[config.mk]
export PLATFORM = sky130hd
export DESIGN_NAME = vga_timing
export DESIGN_NICKNAME = d
export VERILOG_FILES = /design/src/rtl/vga_pkg.sv /design/src/rtl/vga_timing.sv
export SDC_FILE = /design/constraint.sdc
export NUM_CORES = 1
export LEC_CHECK = 0
export ABC_AREA = 1
export ABC_CLOCK_PERIOD_IN_PS = 1770
export BUFFER_PORTS_ARGS = -buffer_cell sky130_fd_sc_hd__buf_2
export CAP_MARGIN = 20
export CORE_MARGIN = 2
export CORE_UTILIZATION = 45
export CTS_BUF_LIST = sky130_fd_sc_hd__clkbuf_16
export DETAILED_ROUTE_END_ITERATION = 16
export PLACE_DENSITY_LB_ADDON = 0.25
export SYNTH_ARGS = -nofsm -noshare
export SYNTH_HDL_FRONTEND = slang
export SYNTH_SLANG_ARGS = --single-unit
[constraint.sdc]
create_clock -name pclk -period 1.77 [get_ports pclk]
set_input_delay 0.354 -clock pclk [delete_from_list [all_inputs] [get_ports pclk]]
set_output_delay 0.354 -clock pclk [all_outputs]
set_load 0.01 [all_outputs]
[src/rtl/vga_pkg.sv]
// Shared XGA (1024x768@60 Hz, 65 MHz pclk) timing constants for the VGA pipeline.
// Latency: n/a (constants only).
// Backpressure: n/a. Also used by the draw stages and racket limit logic.
package vga_pkg;

    // Counter width; every timing sum must stay below 2**CNT_W.
    localparam int CNT_W = 11;

    localparam int H_ACTIVE = 1024;
    localparam int H_FP     = 24;
    localparam int H_SYNC   = 136;
    localparam int H_BP     = 160;
    localparam int H_TOTAL  = H_ACTIVE + H_FP + H_SYNC + H_BP;   // 1344

    localparam int V_ACTIVE = 768;
    localparam int V_FP     = 3;
    localparam int V_SYNC   = 6;
    localparam int V_BP     = 29;
    localparam int V_TOTAL  = V_ACTIVE + V_FP + V_SYNC + V_BP;   // 806

    // Asserted level of hsync_out/vsync_out.
    localparam logic SYNC_ACTIVE = 1'b1;

endpackage

[src/rtl/vga_timing.sv]
// Source of the VGA pixel stream: h/v counters, sync, blanking and a once-per-frame tick.
// Latency: all outputs registered; flags describe the same pixel as the counts on the same cycle.
// Backpressure: none; en=0 freezes every output (frame_tick forced low that cycle).
//
// Ports:
//   pclk, rst          pixel clock, asynchronous active-high reset
//   en                 count enable
//   hcount_out/vcount_out  current pixel position
//   hsync_out/vsync_out    sync pulses at SYNC_ACTIVE level
//   hblnk_out/vblnk_out    blanking flags
//   frame_tick         one-cycle pulse at the first blank pixel of each frame
module vga_timing
    import vga_pkg::*;
#(
    parameter int   H_ACTIVE    = vga_pkg::H_ACTIVE,
    parameter int   H_FP        = vga_pkg::H_FP,
    parameter int   H_SYNC      = vga_pkg::H_SYNC,
    parameter int   H_BP        = vga_pkg::H_BP,
    parameter int   V_ACTIVE    = vga_pkg::V_ACTIVE,
    parameter int   V_FP        = vga_pkg::V_FP,
    parameter int   V_SYNC      = vga_pkg::V_SYNC,
    parameter int   V_BP        = vga_pkg::V_BP,
    parameter logic SYNC_ACTIVE = vga_pkg::SYNC_ACTIVE
)
(
    input  logic             pclk,
    input  logic             rst,
    input  logic             en,
    output logic [CNT_W-1:0] hcount_out,
    output logic [CNT_W-1:0] vcount_out,
    output logic             hsync_out,
    output logic             vsync_out,
    output logic             hblnk_out,
    output logic             vblnk_out,
    output logic             frame_tick
);

    localparam int LT_H_TOTAL = H_ACTIVE + H_FP + H_SYNC + H_BP;
    localparam int LT_V_TOTAL = V_ACTIVE + V_FP + V_SYNC + V_BP;

    // Counter-width copies of the decode points; sync end values are exclusive.
    localparam logic [CNT_W-1:0] C_H_LAST     = CNT_W'(LT_H_TOTAL - 1);
    localparam logic [CNT_W-1:0] C_V_LAST     = CNT_W'(LT_V_TOTAL - 1);
    localparam logic [CNT_W-1:0] C_H_ACT      = CNT_W'(H_ACTIVE);
    localparam logic [CNT_W-1:0] C_V_ACT      = CNT_W'(V_ACTIVE);
    localparam logic [CNT_W-1:0] C_V_TICK     = CNT_W'(V_ACTIVE - 1);
    localparam logic [CNT_W-1:0] C_HS_START   = CNT_W'(H_ACTIVE + H_FP);
    localparam logic [CNT_W-1:0] C_HS_END     = CNT_W'(H_ACTIVE + H_FP + H_SYNC);
    localparam logic [CNT_W-1:0] C_VS_START   = CNT_W'(V_ACTIVE + V_FP);
    localparam logic [CNT_W-1:0] C_VS_END     = CNT_W'(V_ACTIVE + V_FP + V_SYNC);

    // Timing totals (and thus every sync end point) must fit the counters.
    if (LT_H_TOTAL >= (1 << CNT_W) || LT_V_TOTAL >= (1 << CNT_W) || V_ACTIVE < 1) begin : g_width_check
        $error("vga_timing: timing parameters do not fit %0d-bit counters", CNT_W);
    end

    logic [CNT_W-1:0] r_hcount;
    logic [CNT_W-1:0] r_vcount;
    logic             r_hsync;
    logic             r_vsync;
    logic             r_hblnk;
    logic             r_vblnk;
    logic             r_tick;

    logic             w_h_wrap;
    logic             w_v_wrap;
    logic [CNT_W-1:0] w_hcount_nxt;
    logic [CNT_W-1:0] w_vcount_nxt;
    logic             w_hsync_nxt;
    logic             w_vsync_nxt;
    logic             w_hblnk_nxt;
    logic             w_vblnk_nxt;
    logic             w_tick_nxt;

    // Decodes are taken from the next counter values so the registered flags
    // line up with the registered counts without any extra pipeline stage.
    always_comb begin
        w_h_wrap     = (r_hcount == C_H_LAST);
        w_v_wrap     = (r_vcount == C_V_LAST);
        w_hcount_nxt = w_h_wrap ? '0 : r_hcount + CNT_W'(1);
        w_vcount_nxt = r_vcount;
        if (w_h_wrap) begin
            w_vcount_nxt = w_v_wrap ? '0 : r_vcount + CNT_W'(1);
        end
        w_hsync_nxt  = (w_hcount_nxt >= C_HS_START) && (w_hcount_nxt < C_HS_END);
        w_vsync_nxt  = (w_vcount_nxt >= C_VS_START) && (w_vcount_nxt < C_VS_END);
        w_hblnk_nxt  = (w_hcount_nxt >= C_H_ACT);
        w_vblnk_nxt  = (w_vcount_nxt >= C_V_ACT);
        w_tick_nxt   = (w_hcount_nxt == C_H_ACT) && (w_vcount_nxt == C_V_TICK);
    end

    always_ff @(posedge pclk or posedge rst) begin
        if (rst) begin
            r_hcount <= '0;
            r_vcount <= '0;
            r_hsync  <= ~SYNC_ACTIVE;
            r_vsync  <= ~SYNC_ACTIVE;
            r_hblnk  <= 1'b0;
            r_vblnk  <= 1'b0;
            r_tick   <= 1'b0;
        end else if (en) begin
            r_hcount <= w_hcount_nxt;
            r_vcount <= w_vcount_nxt;
            r_hsync  <= w_hsync_nxt ? SYNC_ACTIVE : ~SYNC_ACTIVE;
            r_vsync  <= w_vsync_nxt ? SYNC_ACTIVE : ~SYNC_ACTIVE;
            r_hblnk  <= w_hblnk_nxt;
            r_vblnk  <= w_vblnk_nxt;
            r_tick   <= w_tick_nxt;
        end else begin
            // Frozen: positions and flags hold, but the tick must not repeat.
            r_tick   <= 1'b0;
        end
    end

    assign hcount_out = r_hcount;
    assign vcount_out = r_vcount;
    assign hsync_out  = r_hsync;
    assign vsync_out  = r_vsync;
    assign hblnk_out  = r_hblnk;
    assign vblnk_out  = r_vblnk;
    assign frame_tick = r_tick;

endmodule
* Yosys cells after proc, flatten, opt, wreduce, memory -nomap -nowiden
Index checks and enable logic that the tools add are counted.
Word-level totals: output and inout port bits 27, register bits 27
Operators by class: eq/ne operators 4, order comparisons 6, reduce and logical (&&, ||, !) cells 3, add/sub/neg operators 2, multiplexer cells 6
Operator list (number):
- $mux W11 | 3
- $add A11 B1 Y11 const B | 2
- $eq A11 B10 Y1 const B | 2
- $eq A11 B11 Y1 const B | 2
- $ge A11 B10 Y1 const B | 2
- $ge A11 B11 Y1 const B | 2
- $lt A11 B10 Y1 const B | 1
- $lt A11 B11 Y1 const B | 1
- $logic_and A1 B1 Y1 | 3
- $mux W1 | 3

* Longest topological paths before layout
Gate-level depths: netlist of the first run.
word-level depth 6, gate-level depth with buffers 14, mapped depth without buffers 14

* Worst setup path before layout of the first run
OpenSTA, ideal clock, no wires.
path kind register to register, from reg r_hcount[1], in the netlist hcount_out[1], to reg r_vsync, in the netlist vsync_out, library setup time 0.066 ns, stages on the path, launching flop included 12, period minus slack after synthesis 1.761 ns, setup slack 0.009 ns, arrival 1.695 ns, required time 1.704 ns, cells stage by stage dfrtp_1 -> ha_1 -> nand2_2 -> nor2_4 -> nand2_4 -> nor2_8 -> nand4_1 -> xor2_1 -> inv_1 -> nor2_1 -> nand3_1 -> nand2_1
Between the ends: cells in the longest elaborated chain, start to end 5
RTL lines:
- start: declaration | line vga_timing.sv:57 | logic [CNT_W-1:0] r_hcount;
- start signal: assignment | line vga_timing.sv:102 | r_hcount <= w_hcount_nxt;
- $eq A11 B11 Y1 (*) | line vga_timing.sv:78 | w_h_wrap = (r_hcount == C_H_LAST);
- $mux W11 (*) | line vga_timing.sv:82 | if (w_h_wrap) begin
- $ge A11 B10 Y1 or $lt A11 B10 Y1 (tied branches) | line vga_timing.sv:86 | w_vsync_nxt = (w_vcount_nxt >= C_VS_START) && (w_vcount_nxt < C_VS_END);
- $logic_and A1 B1 Y1 (*) | line vga_timing.sv:86
- $mux W1 (*) | line vga_timing.sv:105 | r_vsync <= w_vsync_nxt ? SYNC_ACTIVE : ~SYNC_ACTIVE;
- end signal: assignment | line vga_timing.sv:97 | r_vsync <= ~SYNC_ACTIVE;
- end signal: assignment | line vga_timing.sv:105
- end: declaration | line vga_timing.sv:60 | logic r_vsync;
Mark *: on every way between the ends. The rest lies on a longest branch, timed or not. A chain may end at the register's enable or synchronous reset.

* Worst setup path in the final report of the first run
from reg r_hcount[1], in the netlist hcount_out[1], to reg r_tick, in the netlist frame_tick
Between the ends: cells in the longest elaborated chain, start to end 5
RTL lines:
- $add A11 B1 Y11 or $eq A11 B11 Y1 (tied branches) | line vga_timing.sv:80, vga_timing.sv:78
- $mux W11 (on tied branches) | line vga_timing.sv:80, vga_timing.sv:82
- $eq A11 B11 Y1 or $eq A11 B10 Y1 (tied branches) | line vga_timing.sv:89 | w_tick_nxt = (w_hcount_nxt == C_H_ACT) && (w_vcount_nxt == C_V_TICK);
- $logic_and A1 B1 Y1 (*) | line vga_timing.sv:89
- $mux W1 (*) | line vga_timing.sv:101 | end else if (en) begin
- end signal: assignment | line vga_timing.sv:108 | r_tick <= w_tick_nxt;
- end: declaration | line vga_timing.sv:63 | logic r_tick;
Marks and branches as above.

==> results of run 1 <==
==> cell usage after synthesis, drive strengths merged, types with 2 or more instances <==
master / instances
dfrtp: 27
nand3: 26
clkbuf: 5
inv: 36
nand3b: 2
o21ai: 27
xor2: 4
ha: 3
nor2: 30
nor3: 5
o21bai: 2
nand4: 9
nand2: 97
==> power breakdown <==
| part | internal, W | switching, W |
|---|---|---|
| Combinational | 0.000409 | 0.000596 |
| Sequential | 0.000743 | 0.000156 |
| Clock | 0.000303 | 0.000219 |
| Total | 0.00146 | 0.000971 |
==> kinds of logic after synthesis <==
logic type,Yosys count
and+or+nand+nor,170
xor gates and xnor gates,4
buffers and inverters,41
AOI/OAI and AO/OA,32
adders and majority gates,3
DFF,27
==> worst paths after layout <==
kind / from / cells past startpoint / end / slack, ns
worst max-delay path: hcount_out[1] / 12 / frame_tick / -0.06
worst min-delay path: rst / 3 / vcount_out[6] / 0.14
worst max register to register: hcount_out[1] / 12 / frame_tick / -0.06
worst min register to register: vsync_out / 2 / vsync_out / 0.46
max in group asynchronous: rst / 3 / hcount_out[2] / 1.34
min in group pclk: en / 2 / vcount_out[5] / 0.43
==> worst register-to-register path: stages (launching register included) <==
cell	delay, ns
dfrtp_1	0.39
ha_4	0.17
nand2_4	0.07
nor2_4	0.14
nand2_4	0.09
nor2_8	0.15
buf_4	0.14
nand2_2	0.06
xor2_2	0.17
nand2b_4	0.16
nor2_2	0.09
nand3_1	0.07
nor2_1	0.08
==> final cells by class <==
class,count,share of cell area [%]
flip-flops and latches,27,28.0
clock buffers,3,3.10
clock inverters,1,0.155
multi-input cells,209,46.1
inverters,36,5.57
well taps,50,2.58
repair buffers,56,14.5
==> metrics by stage <==
stage	TNS [ns]	cell area, sq um	utilization, %	setup slack [ns]	hold WS, ns
after floorplan	0	1850	-	0.00897	0.407
after global placement	-0.0183	2180	55.0	-0.0183	0.430
after detailed placement	-0.0584	2180	55.0	-0.0535	0.434
after CTS	-0.0534	2310	58.3	-0.0496	0.154
after global routing	-0.648	2420	61.1	-0.175	0.199
final	-0.0776	2420	61.1	-0.0582	0.137
==> state kept, by name, indices dropped and copies added, names as in the netlist <==
signal,count
hblnk_out,1
vsync_out,1
vcount_out,11
hcount_out,11
hsync_out,1
frame_tick,1
vblnk_out,1
==> per-layer routing <==
layer	routed length [um]	share of wire (%)	track usage (%)	vias up
met3	214	4.2	3.13	11
met2	2540	50	38.3	62
met4	138	2.7	10.3	0
li1	-	-	-	997
met1	2190	43	29.3	947
met5	0	0	0	-
==> timing repair <==
| action | 4_1_cts | 5_1_grt |
|---|---|---|
| resized for setup | 6 | 27 |
| setup buffers | 4 | 3 |
| hold buffers | 0 | 0 |
| endpoints found under the setup margin | 4 | 9 |
| pin swaps | 5 | 15 |
==> results.cfg, run 1 <==
[logic_synthesis]
synth_compound_area_share_pct = 9.21
syn_nets = 283
synth_xor_area_share_pct = 1.90
synth_edf_count = 0
synth_seq_cells = 27
synthTopCellsByArea = dfrtp_1 37%, nand2_1 19%, inv_1 7.3%
yosysUniqueCellTypes = 24
synth_top_area_share_pct = 36.6
yosys.area.top_type = dfrtp_1
synth_warnings = 0
synthArstFlopShare_pct = 100
synth_mux_area_share_pct = 0
netlist_area_sq_um = 1850
synthSimpleGateAreaFrac_pct = 41.9
synth_area_per_cell_sq_um = 6.67
synth_sequential_area_ratio_pct = 36.6
synthCells = 277
synth_flop_cell = dfrtp_1
synth_top_family_by_area = simple AND/OR/NAND/NOR gates
synthAdderAreaFrac_pct = 2.03

[place]
dp_cells = 371
port_buffers = 29
hpwlAfterDp_um = 3520
place_congestion = 0.890

[setup_path]
crit_required_ns = 1.97
cp_num_buf_inv = 1
critPathTopFamily = simple AND/OR/NAND/NOR gates
end_kind = flop
crit_arrival_ns = 2.03
crit_path_start_kind = flop
crit_path_max_fanout = 8
path_class = reg -> reg
path_cells = ha_4, nand2_4, nor2_4, nand2_4, nor2_8, buf_4, nand2_2, xor2_2, nand2b_4, nor2_2, nand3_1, nor2_1
crit_top_cell = nand2_4
slowest_stage = dfrtp_1
slowest_delay_ns = 0.39

[die]
start_util_pct = 46.5
std_cell_rows = 23
core_region_area_sq_um = 3970
die_w_um = 68.1
die_h_um = 68.1
io-pin-count = 30
dieArea_sq_um = 4630

[sta]
period_share_pct = 103
final.setup_skew_ns = 0.00318
relSlewSlack_pct = 76.3
slew_violations = 0
finalHoldViolCount = 0
max_freq_mhz = 547
setup_ws_ns = -0.0582
period_minus_slack_ns = 1.83
tightest_slew_ns = 0.356
finalSetupViolCount = 3
rsz0062_at_grt = true

[cts]
tritoncts = built
cts_buffers = 3
path_clk_slew_ns = 0.07
h-tree-depth = 1
clkSinkCount = 27
insertion_delay_ns = 0.27
cts_buffer_depth = 2
cts-root-buf = clkbuf_16

[power_and_ir_drop]
p_leak_nw = 1.29
irDropWorstVdd_mv = 0.670
powerDensity_nw_per_um2 = 1000
total_power_w = 0.00243

[global_route]
grt_pass1_wl_um = 7870
grt_usage_pct = 22.9
antenna_found_initial = 0
overflow = 0
grt_max_degree = 28
grt_pass1_vias = 1772

[layout]
multi_input_area_sq_um = 1120
n_antenna_cell = 0
final_cell_mix = 86 x nand2_1, 36 x inv_1, 29 x buf_2
mostFrequentLayoutCell = nand2_1
nNetsFinal = 339
nFillCells = 386
fin_cells = 382
regArea_sq_um = 678
syn2layout_area_growth_pct = 31.3
layout-drive-gt1-share_pct = 28.3

[detailed_routing]
first_pass_iters = 4
routed_wirelength_um = 5080
route.detailed.drc = 0
wl_per_cell_um = 13.3
num_vias = 2017
drtAntennaViolNets = 0
via_per_inst = 5.28
drt_iter0_drc = 160

[run]
max-cap-violations = 0

[hold_path]
min_path_type = in -> async

[run_status]
status = finished with violations
failed_checks = negative setup slack
(Power assumes the default switching activity.)
==> run 2, diff against run 1 <==
Settings changed: CORE_MARGIN 2 to unset.
==> run 2 against run 1 <==
The run still ends with negative setup slack left; worst setup slack got worse by 0.0064 ns; clock power increased by 3%; sequential cell count unchanged; largest cell class unchanged; critical endpoint unchanged; core utilization increased by 2.2 points.
==> results.cfg, run 2 (synthesized netlist as in run 1, its figures left out) <==
[cts]
clkSinkCount = 27
cts_buffer_depth = 2
path_clk_slew_ns = 0.07
cts-root-buf = clkbuf_16
tritoncts = built
h-tree-depth = 1
cts_buffers = 3
insertion_delay_ns = 0.27

[layout]
nNetsFinal = 340
syn2layout_area_growth_pct = 30.1
fin_cells = 381
n_antenna_cell = 0
post-route-util_pct = 63.3
layout-drive-gt1-share_pct = 26.1
final_cell_mix = 90 x nand2_1, 35 x inv_1, 29 x buf_2
mostFrequentLayoutCell = nand2_1

[global_route]
overflow = 0
grt_pass1_wl_um = 8160
grt_max_degree = 28
grt_pass1_vias = 1756
grt_usage_pct = 24.8
antenna_found_initial = 0

[sta]
max_freq_mhz = 545
period_minus_slack_ns = 1.83
finalHoldViolCount = 0
holdWs_ns = 0.134
tightest_slew_ns = 0.347
slew_violations = 0
finalSetupViolCount = 1
period_share_pct = 104
relSlewSlack_pct = 76.7
rsz0062_at_grt = true
setup_ws_ns = -0.0646
final.setup_skew_ns = 0.00386

[die]
start_util_pct = 48.6
io-pin-count = 30
die_h_um = 66.1
core_region_area_sq_um = 3800
dieArea_sq_um = 4360
std_cell_rows = 22
die_w_um = 66.1

[setup_path]
cp.depth = 9
r2r-start = hcount_out[9]
crit_path_start_kind = flop
crit_arrival_ns = 2.03
slowest_delay_ns = 0.48
startpoint = hcount_out[9]
crit_path_max_fanout = 5
path_class = reg -> reg
crit_top_cell = nand3_1
slowest_stage = dfrtp_1
critPathTopFamily = simple AND/OR/NAND/NOR gates
end_kind = flop
path_cells = nor2_4, nand2_2, nor2_8, nand3_1, nand2_1, nand3_1, nor3_1, nand3_1, nor2_1
worst-r2r-cell-count = 9
cp_num_buf_inv = 0
reg2reg_slack_ns = -0.06
crit_required_ns = 1.97

[power_and_ir_drop]
irDropWorstVdd_mv = 0.490
p_leak_nw = 1.28
powerDensity_nw_per_um2 = 1020

[place]
place_congestion = 0.894
hpwlAfterDp_um = 3520
dp_cells = 369
port_buffers = 29

[detailed_routing]
wl_per_cell_um = 13.0
num_vias = 1942
routed_wirelength_um = 4950
drtAntennaViolNets = 0
first_pass_iters = 5
via_per_inst = 5.10
route.detailed.drc = 0
drt_iter0_drc = 137

[run]
max-cap-violations = 0

[run_status]
status = finished with violations
failed_checks = negative setup slack

[hold_path]
min_path_type = in -> async
==> run 2: worst paths after layout <==
path / endpoint
setup / recovery: frame_tick
hold / removal: vcount_out[10]
setup reg to reg: frame_tick
hold reg to reg: hsync_out
max in group asynchronous: vcount_out[0]
min in group pclk: hblnk_out
==> run 2: worst reg2reg max path: cells and delay by family, from the launching register on <==
family           cells  cell delay [ns]
AND/OR/NAND/NOR      9             1.28
flip-flops           1             0.48
==> run 2: metal layers <==
layer / vias to the layer above / share of wire (%) / global-route usage (%)
met3: 8 / 6.5 / 4.14
met2: 68 / 44 / 39.4
met4: 0 / 1.6 / 6.91
met5: - / 0 / 0
met1: 863 / 47 / 34.7
li1: 1003 / - / -
==> run 2: final cells by class <==
type	count	area, sq um
inverters	36	135
repair buffers	55	340
fillers	361	1400
clock buffers	3	75.1
multi-input cells	211	1110
flip-flops and latches	27	676
well taps	48	60.1
clock inverters	1	7.51
==> run 2: what timing repair did <==
item                       in CTS  in global routing
hold buffers                    0                  0
gates resized for setup         5                 16
setup buffers                   1                  5
pin swaps                       0                  2
setup endpoints to repair       3                  9
cloned                          1                  1
==> run 2: per-stage QoR <==
step / instance area (sq um) / setup WS (ns) / power (W) / TNS, ns
after floorplan: 1850 / 0.00897 / 0.00142 / 0
after global placement: 2180 / -0.00755 / 0.00180 / -0.00755
after detailed placement: 2180 / -0.0570 / 0.00182 / -0.0765
after CTS: 2310 / 0.000504 / 0.00238 / 0
after global routing: 2400 / -0.184 / 0.00263 / -0.664
final: 2400 / -0.0646 / 0.00245 / -0.0646
==> run 2: power by group <==
part / internal [W] / leakage, nW / switching [W]
sequential: 0.000739 / 0.351 / 0.000157
clock: 0.000308 / 0.0371 / 0.000230
combinational: 0.000424 / 0.892 / 0.000591
total: 0.00147 / 1.28 / 0.000978
